--- config.mk ---
export PLATFORM = sky130hd
export DESIGN_NAME = hazard_unit_flat
export DESIGN_NICKNAME = d
export VERILOG_FILES = /design/src/rtl/hazard_unit_if.sv /design/src/rtl/hazard_unit.sv /design/src/flat_wrapper.sv
export SDC_FILE = /design/constraint.sdc
export NUM_CORES = 1
export LEC_CHECK = 0
export CORE_UTILIZATION = 30
export CTS_CLUSTER_SIZE = 24
export DETAILED_ROUTE_END_ITERATION = 7
export PLACE_DENSITY = 0.59
export SLEW_MARGIN = 5
export SYNTH_ARGS = -nofsm -noshare
export SYNTH_HDL_FRONTEND = slang
export SYNTH_SLANG_ARGS = --single-unit
--- constraint.sdc ---
create_clock -name clk -period 3 [get_ports clk]
set_input_delay 0.45 -clock clk [delete_from_list [all_inputs] [get_ports clk]]
set_output_delay 0.45 -clock clk [all_outputs]
set_load 0.05 [all_outputs]
--- src/rtl/hazard_unit_if.sv ---
// Pipeline-to-hazard-unit bundle: ID/EX/MEM hazard inputs and pipeline-register controls.
// HAZARD_PERF_EN adds the three performance counter outputs.
interface hazard_unit_if;
    logic [4:0]  id_rs1_addr;
    logic [4:0]  id_rs2_addr;
    logic        id_use_rs1;
    logic        id_use_rs2;
    logic        ex_mem_read;
    logic [4:0]  ex_rd_addr;
    logic        ex_branch_taken;
    logic        mem_req;
    logic        mem_ack;
    logic        pc_write;
    logic        ifid_write;
    logic        ifid_flush;
    logic        idex_write;
    logic        idex_bubble;
    logic        exmem_write;
    logic        memwb_bubble;
    logic        mem_err;
`ifdef HAZARD_PERF_EN
    logic [31:0] perf_lu_stall;
    logic [31:0] perf_mem_wait;
    logic [31:0] perf_flush;
`endif

    modport master (
        output id_rs1_addr, id_rs2_addr, id_use_rs1, id_use_rs2,
        output ex_mem_read, ex_rd_addr, ex_branch_taken, mem_req, mem_ack,
        input  pc_write, ifid_write, ifid_flush, idex_write, idex_bubble,
        input  exmem_write, memwb_bubble, mem_err
`ifdef HAZARD_PERF_EN
        , input perf_lu_stall, perf_mem_wait, perf_flush
`endif
    );

    modport slave (
        input  id_rs1_addr, id_rs2_addr, id_use_rs1, id_use_rs2,
        input  ex_mem_read, ex_rd_addr, ex_branch_taken, mem_req, mem_ack,
        output pc_write, ifid_write, ifid_flush, idex_write, idex_bubble,
        output exmem_write, memwb_bubble, mem_err
`ifdef HAZARD_PERF_EN
        , output perf_lu_stall, perf_mem_wait, perf_flush
`endif
    );
endinterface

--- src/rtl/hazard_unit.sv ---
// Stall/bubble/flush controller for the 5-stage RV32I pipeline with a MEM wait watchdog.
// Optional HAZARD_PERF_EN adds wrapping 32-bit load-use, memory-wait and flush counters.
module hazard_unit #(
    parameter int MEM_TIMEOUT = 255,
    parameter int TO_W        = 8
) (
    input  logic          clk,
    input  logic          rst,
    hazard_unit_if.slave  bus
);

    typedef enum logic [1:0] {
        ST_RUN      = 2'd0,
        ST_MEM_WAIT = 2'd1,
        ST_ERR      = 2'd2
    } state_t;

    localparam logic [TO_W-1:0] TIMEOUT_C = TO_W'(MEM_TIMEOUT);
    localparam logic [TO_W-1:0] CNT_MAX   = {TO_W{1'b1}};
    localparam logic [TO_W-1:0] CNT_ONE   = {{(TO_W-1){1'b0}}, 1'b1};
    localparam logic [TO_W-1:0] CNT_ZERO  = {TO_W{1'b0}};

    state_t          r_state;
    state_t          w_state_nxt;
    logic [TO_W-1:0] r_cnt;
    logic [TO_W-1:0] w_cnt_nxt;
    logic            r_mem_err;
    logic            w_mem_err_nxt;

    logic w_lu;
    logic w_frz;
    logic w_rs1_hit;
    logic w_rs2_hit;
    logic w_case_br;
    logic w_case_lu;

    assign w_rs1_hit = bus.id_use_rs1 && (bus.id_rs1_addr == bus.ex_rd_addr);
    assign w_rs2_hit = bus.id_use_rs2 && (bus.id_rs2_addr == bus.ex_rd_addr);
    assign w_lu      = bus.ex_mem_read && (bus.ex_rd_addr != 5'd0) && (w_rs1_hit || w_rs2_hit);
    assign w_frz     = (bus.mem_req && !bus.mem_ack) || (r_state == ST_ERR);
    assign w_case_br = !w_frz && bus.ex_branch_taken;
    assign w_case_lu = !w_frz && !bus.ex_branch_taken && w_lu;

    // State, wait counter and sticky error register
    always_ff @(posedge clk) begin
        if (rst) begin
            r_state   <= ST_RUN;
            r_cnt     <= CNT_ZERO;
            r_mem_err <= 1'b0;
        end else begin
            r_state   <= w_state_nxt;
            r_cnt     <= w_cnt_nxt;
            r_mem_err <= w_mem_err_nxt;
        end
    end

    // Next-state, watchdog counter and error flag
    always_comb begin
        w_state_nxt   = r_state;
        w_cnt_nxt     = r_cnt;
        w_mem_err_nxt = r_mem_err;
        case (r_state)
            ST_RUN: begin
                if (bus.mem_req && !bus.mem_ack) begin
                    w_state_nxt = ST_MEM_WAIT;
                    w_cnt_nxt   = CNT_ONE;
                end else begin
                    w_state_nxt = ST_RUN;
                    w_cnt_nxt   = CNT_ZERO;
                end
            end
            ST_MEM_WAIT: begin
                // Ack and abort both release the wait; only a held request can time out
                if (bus.mem_ack || !bus.mem_req) begin
                    w_state_nxt = ST_RUN;
                    w_cnt_nxt   = CNT_ZERO;
                end else if ((MEM_TIMEOUT != 0) && (r_cnt == TIMEOUT_C)) begin
                    w_state_nxt   = ST_ERR;
                    w_mem_err_nxt = 1'b1;
                end else if (r_cnt != CNT_MAX) begin
                    w_cnt_nxt = r_cnt + CNT_ONE;
                end else begin
                    w_cnt_nxt = r_cnt;
                end
            end
            ST_ERR: begin
                w_state_nxt   = ST_ERR;
                w_mem_err_nxt = 1'b1;
            end
            default: begin
                w_state_nxt = ST_RUN;
                w_cnt_nxt   = CNT_ZERO;
            end
        endcase
    end

    // Pipeline register controls in priority order: reset, freeze, branch, load-use
    always_comb begin
        bus.pc_write     = 1'b1;
        bus.ifid_write   = 1'b1;
        bus.ifid_flush   = 1'b0;
        bus.idex_write   = 1'b1;
        bus.idex_bubble  = 1'b0;
        bus.exmem_write  = 1'b1;
        bus.memwb_bubble = 1'b0;
        if (rst) begin
            bus.pc_write     = 1'b0;
            bus.ifid_write   = 1'b0;
            bus.ifid_flush   = 1'b1;
            bus.idex_write   = 1'b0;
            bus.idex_bubble  = 1'b1;
            bus.exmem_write  = 1'b0;
            bus.memwb_bubble = 1'b1;
        end else if (w_frz) begin
            bus.pc_write     = 1'b0;
            bus.ifid_write   = 1'b0;
            bus.idex_write   = 1'b0;
            bus.exmem_write  = 1'b0;
            bus.memwb_bubble = 1'b1;
        end else if (w_case_br) begin
            bus.ifid_flush  = 1'b1;
            bus.idex_bubble = 1'b1;
        end else if (w_case_lu) begin
            bus.pc_write    = 1'b0;
            bus.ifid_write  = 1'b0;
            bus.idex_bubble = 1'b1;
        end else begin
            bus.pc_write = 1'b1;
        end
    end

    assign bus.mem_err = r_mem_err;

`ifdef HAZARD_PERF_EN
    logic [31:0] r_perf_lu;
    logic [31:0] r_perf_mw;
    logic [31:0] r_perf_fl;

    // Free-running event counters, wrapping at 2^32
    always_ff @(posedge clk) begin
        if (rst) begin
            r_perf_lu <= 32'd0;
            r_perf_mw <= 32'd0;
            r_perf_fl <= 32'd0;
        end else begin
            r_perf_lu <= r_perf_lu + {31'd0, w_case_lu};
            r_perf_mw <= r_perf_mw + {31'd0, w_frz};
            r_perf_fl <= r_perf_fl + {31'd0, w_case_br};
        end
    end

    assign bus.perf_lu_stall = r_perf_lu;
    assign bus.perf_mem_wait = r_perf_mw;
    assign bus.perf_flush    = r_perf_fl;
`endif

endmodule
--- src/flat_wrapper.sv ---
// flat-port wrapper written by rule: the top's interface ports become plain ports
module hazard_unit_flat 
#(
    parameter int MEM_TIMEOUT = 255,
    parameter int TO_W        = 8
)
  (clk, rst, bus_id_rs1_addr, bus_id_rs2_addr, bus_id_use_rs1, bus_id_use_rs2, bus_ex_mem_read, bus_ex_rd_addr, bus_ex_branch_taken, bus_mem_req, bus_mem_ack, bus_pc_write, bus_ifid_write, bus_ifid_flush, bus_idex_write, bus_idex_bubble, bus_exmem_write, bus_memwb_bubble, bus_mem_err);
  hazard_unit_if bus_i ();
  input  logic clk;
  input  logic rst;
  input wire logic [$bits(bus_i.id_rs1_addr)-1:0] bus_id_rs1_addr;
  input wire logic [$bits(bus_i.id_rs2_addr)-1:0] bus_id_rs2_addr;
  input wire logic [$bits(bus_i.id_use_rs1)-1:0] bus_id_use_rs1;
  input wire logic [$bits(bus_i.id_use_rs2)-1:0] bus_id_use_rs2;
  input wire logic [$bits(bus_i.ex_mem_read)-1:0] bus_ex_mem_read;
  input wire logic [$bits(bus_i.ex_rd_addr)-1:0] bus_ex_rd_addr;
  input wire logic [$bits(bus_i.ex_branch_taken)-1:0] bus_ex_branch_taken;
  input wire logic [$bits(bus_i.mem_req)-1:0] bus_mem_req;
  input wire logic [$bits(bus_i.mem_ack)-1:0] bus_mem_ack;
  output wire logic [$bits(bus_i.pc_write)-1:0] bus_pc_write;
  output wire logic [$bits(bus_i.ifid_write)-1:0] bus_ifid_write;
  output wire logic [$bits(bus_i.ifid_flush)-1:0] bus_ifid_flush;
  output wire logic [$bits(bus_i.idex_write)-1:0] bus_idex_write;
  output wire logic [$bits(bus_i.idex_bubble)-1:0] bus_idex_bubble;
  output wire logic [$bits(bus_i.exmem_write)-1:0] bus_exmem_write;
  output wire logic [$bits(bus_i.memwb_bubble)-1:0] bus_memwb_bubble;
  output wire logic [$bits(bus_i.mem_err)-1:0] bus_mem_err;
  assign bus_i.id_rs1_addr = bus_id_rs1_addr;
  assign bus_i.id_rs2_addr = bus_id_rs2_addr;
  assign bus_i.id_use_rs1 = bus_id_use_rs1;
  assign bus_i.id_use_rs2 = bus_id_use_rs2;
  assign bus_i.ex_mem_read = bus_ex_mem_read;
  assign bus_i.ex_rd_addr = bus_ex_rd_addr;
  assign bus_i.ex_branch_taken = bus_ex_branch_taken;
  assign bus_i.mem_req = bus_mem_req;
  assign bus_i.mem_ack = bus_mem_ack;
  assign bus_pc_write = bus_i.pc_write;
  assign bus_ifid_write = bus_i.ifid_write;
  assign bus_ifid_flush = bus_i.ifid_flush;
  assign bus_idex_write = bus_i.idex_write;
  assign bus_idex_bubble = bus_i.idex_bubble;
  assign bus_exmem_write = bus_i.exmem_write;
  assign bus_memwb_bubble = bus_i.memwb_bubble;
  assign bus_mem_err = bus_i.mem_err;
  hazard_unit #(.MEM_TIMEOUT(MEM_TIMEOUT), .TO_W(TO_W)) u_core (.clk(clk), .rst(rst), .bus(bus_i));
endmodule
==> reports/results.ini <==
[synthesis]
synth-edff-count=0
syn_avg_cell_area_um2=8.20
yosysSeqAreaShare_pct=30.2
syn_inst=89
syn_nets=113
ys.flop_type=dfxtp_1
ys_async_sr_fraction_pct=0
synth.most_common_cell=dfxtp_1
synth-seq-cells=11
yosys-top-cells-count=dfxtp_1, a21oi_1, xor2_1, nor2_1
ys_warn_count=0
ys_top_cells_by_area=dfxtp_1, xor2_1, a21oi_1
netlist.area_leader.share_pct=30.2
ys_types=39
synth_area_leader_cell=dfxtp_1
synth.cell_area_um2=729

[clock_network]
tritoncts=built
clkLatencyLatePin_ns=0.26
htreeDepth=1
post_cts_buffers=0
root_buffer=clkbuf_4
hold_buffers=0
cts_resized=0
cts.sinks=11
numCtsBuffers=3
clk_path_buf_depth=2
cts.clk_slew.worst_paths_ns=0.06

[sta]
fin_tns_setup_ns=0
finalHoldViolCount=0
tightestPinTransition_ns=0.505
finalSetupViolations=0
post-route-period-util_pct=88.9
drv_slew=0
hold_ws_ns=0.445
rsz0062_at_grt=no
skew_ns=0.00117
relSlewSlack_pct=66.2
fin_crit_ns=2.67
max_freq_mhz=375

[floorplanning]
rows=17
coreArea_um2=2250
chipHeight_um=51.3
die_w_um=51.3
pin_count=31
start_util_pct=32.4
dieArea_um2=2630

[power]
p_leak_nw=0.381
finalPower_mw=0.350
power-per-cell-area_nw_per_um2=320
vdd_drop_max_mv=0.225

[cells_and_area]
final_nets=145
antenna_cells=0
final_area_um2=1090
fin_cells=148
drive_above_1_share_pct=8.33
nFillCells=240
area.growth.synth_to_final_pct=49.9

[global_route]
first_global_vias=644
grt_pass1_wl_um=2870
grt_start_max_net_pins=10
grt_overflow_total=0
antenna_found_initial=0
grt_util_all_layers_pct=14.5

[place]
place_inst=144
dpl.hpwl_um=1510
io_buffers=30
dpl_cell_area_um2=1070
place_congestion=0.770

[worst_setup_path]
cp_max_fo=3
critPathLaunchType=input pin
critPathRequiredTime_ns=2.55
arrival_ns=2.22
end_kind=primary output
r2r_setup_slack_ns=1.44
critPathKind=input pin to primary output

[drt]
vias=757
wl_per_cell_um=12.4
drt_wl_total_um=1840
firstDrtPassIters=4
drtAntennaViolNets=0
via_per_inst=5.11
drt_iter0_drc=14
drcViolationCount=0

[flow_run]
maxCapViolations=0

[min_path]
hold_class=register to register

[outcome]
status=finished, final reports clean

## per-stage QoR
step | setup WS (ns) | utilization (%)
final | 0.332 | 48.5
after global routing | 0.255 | 48.5
after CTS | 0.329 | 48.5
after detailed placement | 0.330 | 47.3
after global placement | 0.379 | 47.3
after floorplan | 0.127 | -
## routing by layer
layer	track usage, %	wire length, um	vias to the layer above
li1	-	-	382
met1	20.4	911	353
met2	21.1	839	20
met3	4.46	78	2
met4	4.05	8	0
met5	0	0	-
## sequential cells by signal, indices dropped and copies added, names as in the netlist
signal and flops:
u_core.bus.mem_err 1, u_core.r_cnt 8, u_core.r_state 2
## cells by family (layout without fill, tap and decap cells)
| kind of cell | count (synthesis) | count (layout) | synth area share (%) |
|---|---|---|---|
| adders and majority gates | 1 | 1 | 1.71 |
| AOI/OAI and AO/OA | 25 | 25 | 21.6 |
| and+or+nand+nor | 32 | 32 | 25.9 |
| DFF | 11 | 11 | 30.2 |
| buffers and inverters | 8 | 39 | 6.17 |
| xor gates and xnor gates | 12 | 12 | 14.4 |
## area by class of cell
cell class	count	area [um^2]	area share, %
Sequential cell	11	220	20.1
Timing Repair Buffer	31	333	30.4
Multi-Input combinational cell	70	464	42.4
Clock buffer	4	26.3	2.40
Inverter	4	15.0	1.37
Tap cell	28	35.0	3.20
## path summary, 6_finish.rpt
check	from	endpoint	depth (start not counted)
setup / recovery	bus_ex_rd_addr[4]	bus_idex_bubble	6
hold / removal	u_core.bus.mem_err	u_core.bus.mem_err	2
setup reg to reg	u_core.r_state[0]	u_core.r_cnt[5]	4
hold reg to reg	u_core.bus.mem_err	u_core.bus.mem_err	2
## power by group
group | switching [mW] | internal, mW | leakage, nW
registers | 0.00192 | 0.148 | 0.0890
logic | 0.0485 | 0.0540 | 0.277
clock network | 0.0464 | 0.0514 | 0.0150
## placed cells by master, fill, tap and decap left out, types with 2 or more instances in the layout
cell,Yosys,routed
nor2_1,6,6
dfxtp_1,11,11
o31ai_1,2,2
nand2b_1,3,3
xor2_1,9,9
o21ai_1,4,4
nand2_1,4,4
or3_1,2,2
and2_1,2,2
a21oi_1,9,9
clkbuf_4,0,3
or4_1,2,2
buf_12,0,3
inv_1,3,3
clkdlybuf4s50_1,0,25
nand3_1,2,2
nor4_1,2,2
buf_4,2,3
xnor2_1,3,3
## worst max-delay path, cell delays in order
cell             delay [ns]
clkdlybuf4s50_1        0.46
xor2_1                 0.18
nor4_1                 0.33
a32oi_1                0.18
o31ai_1                0.42
buf_12                 0.19
No activity file was read; power rests on OpenSTA's default activity.
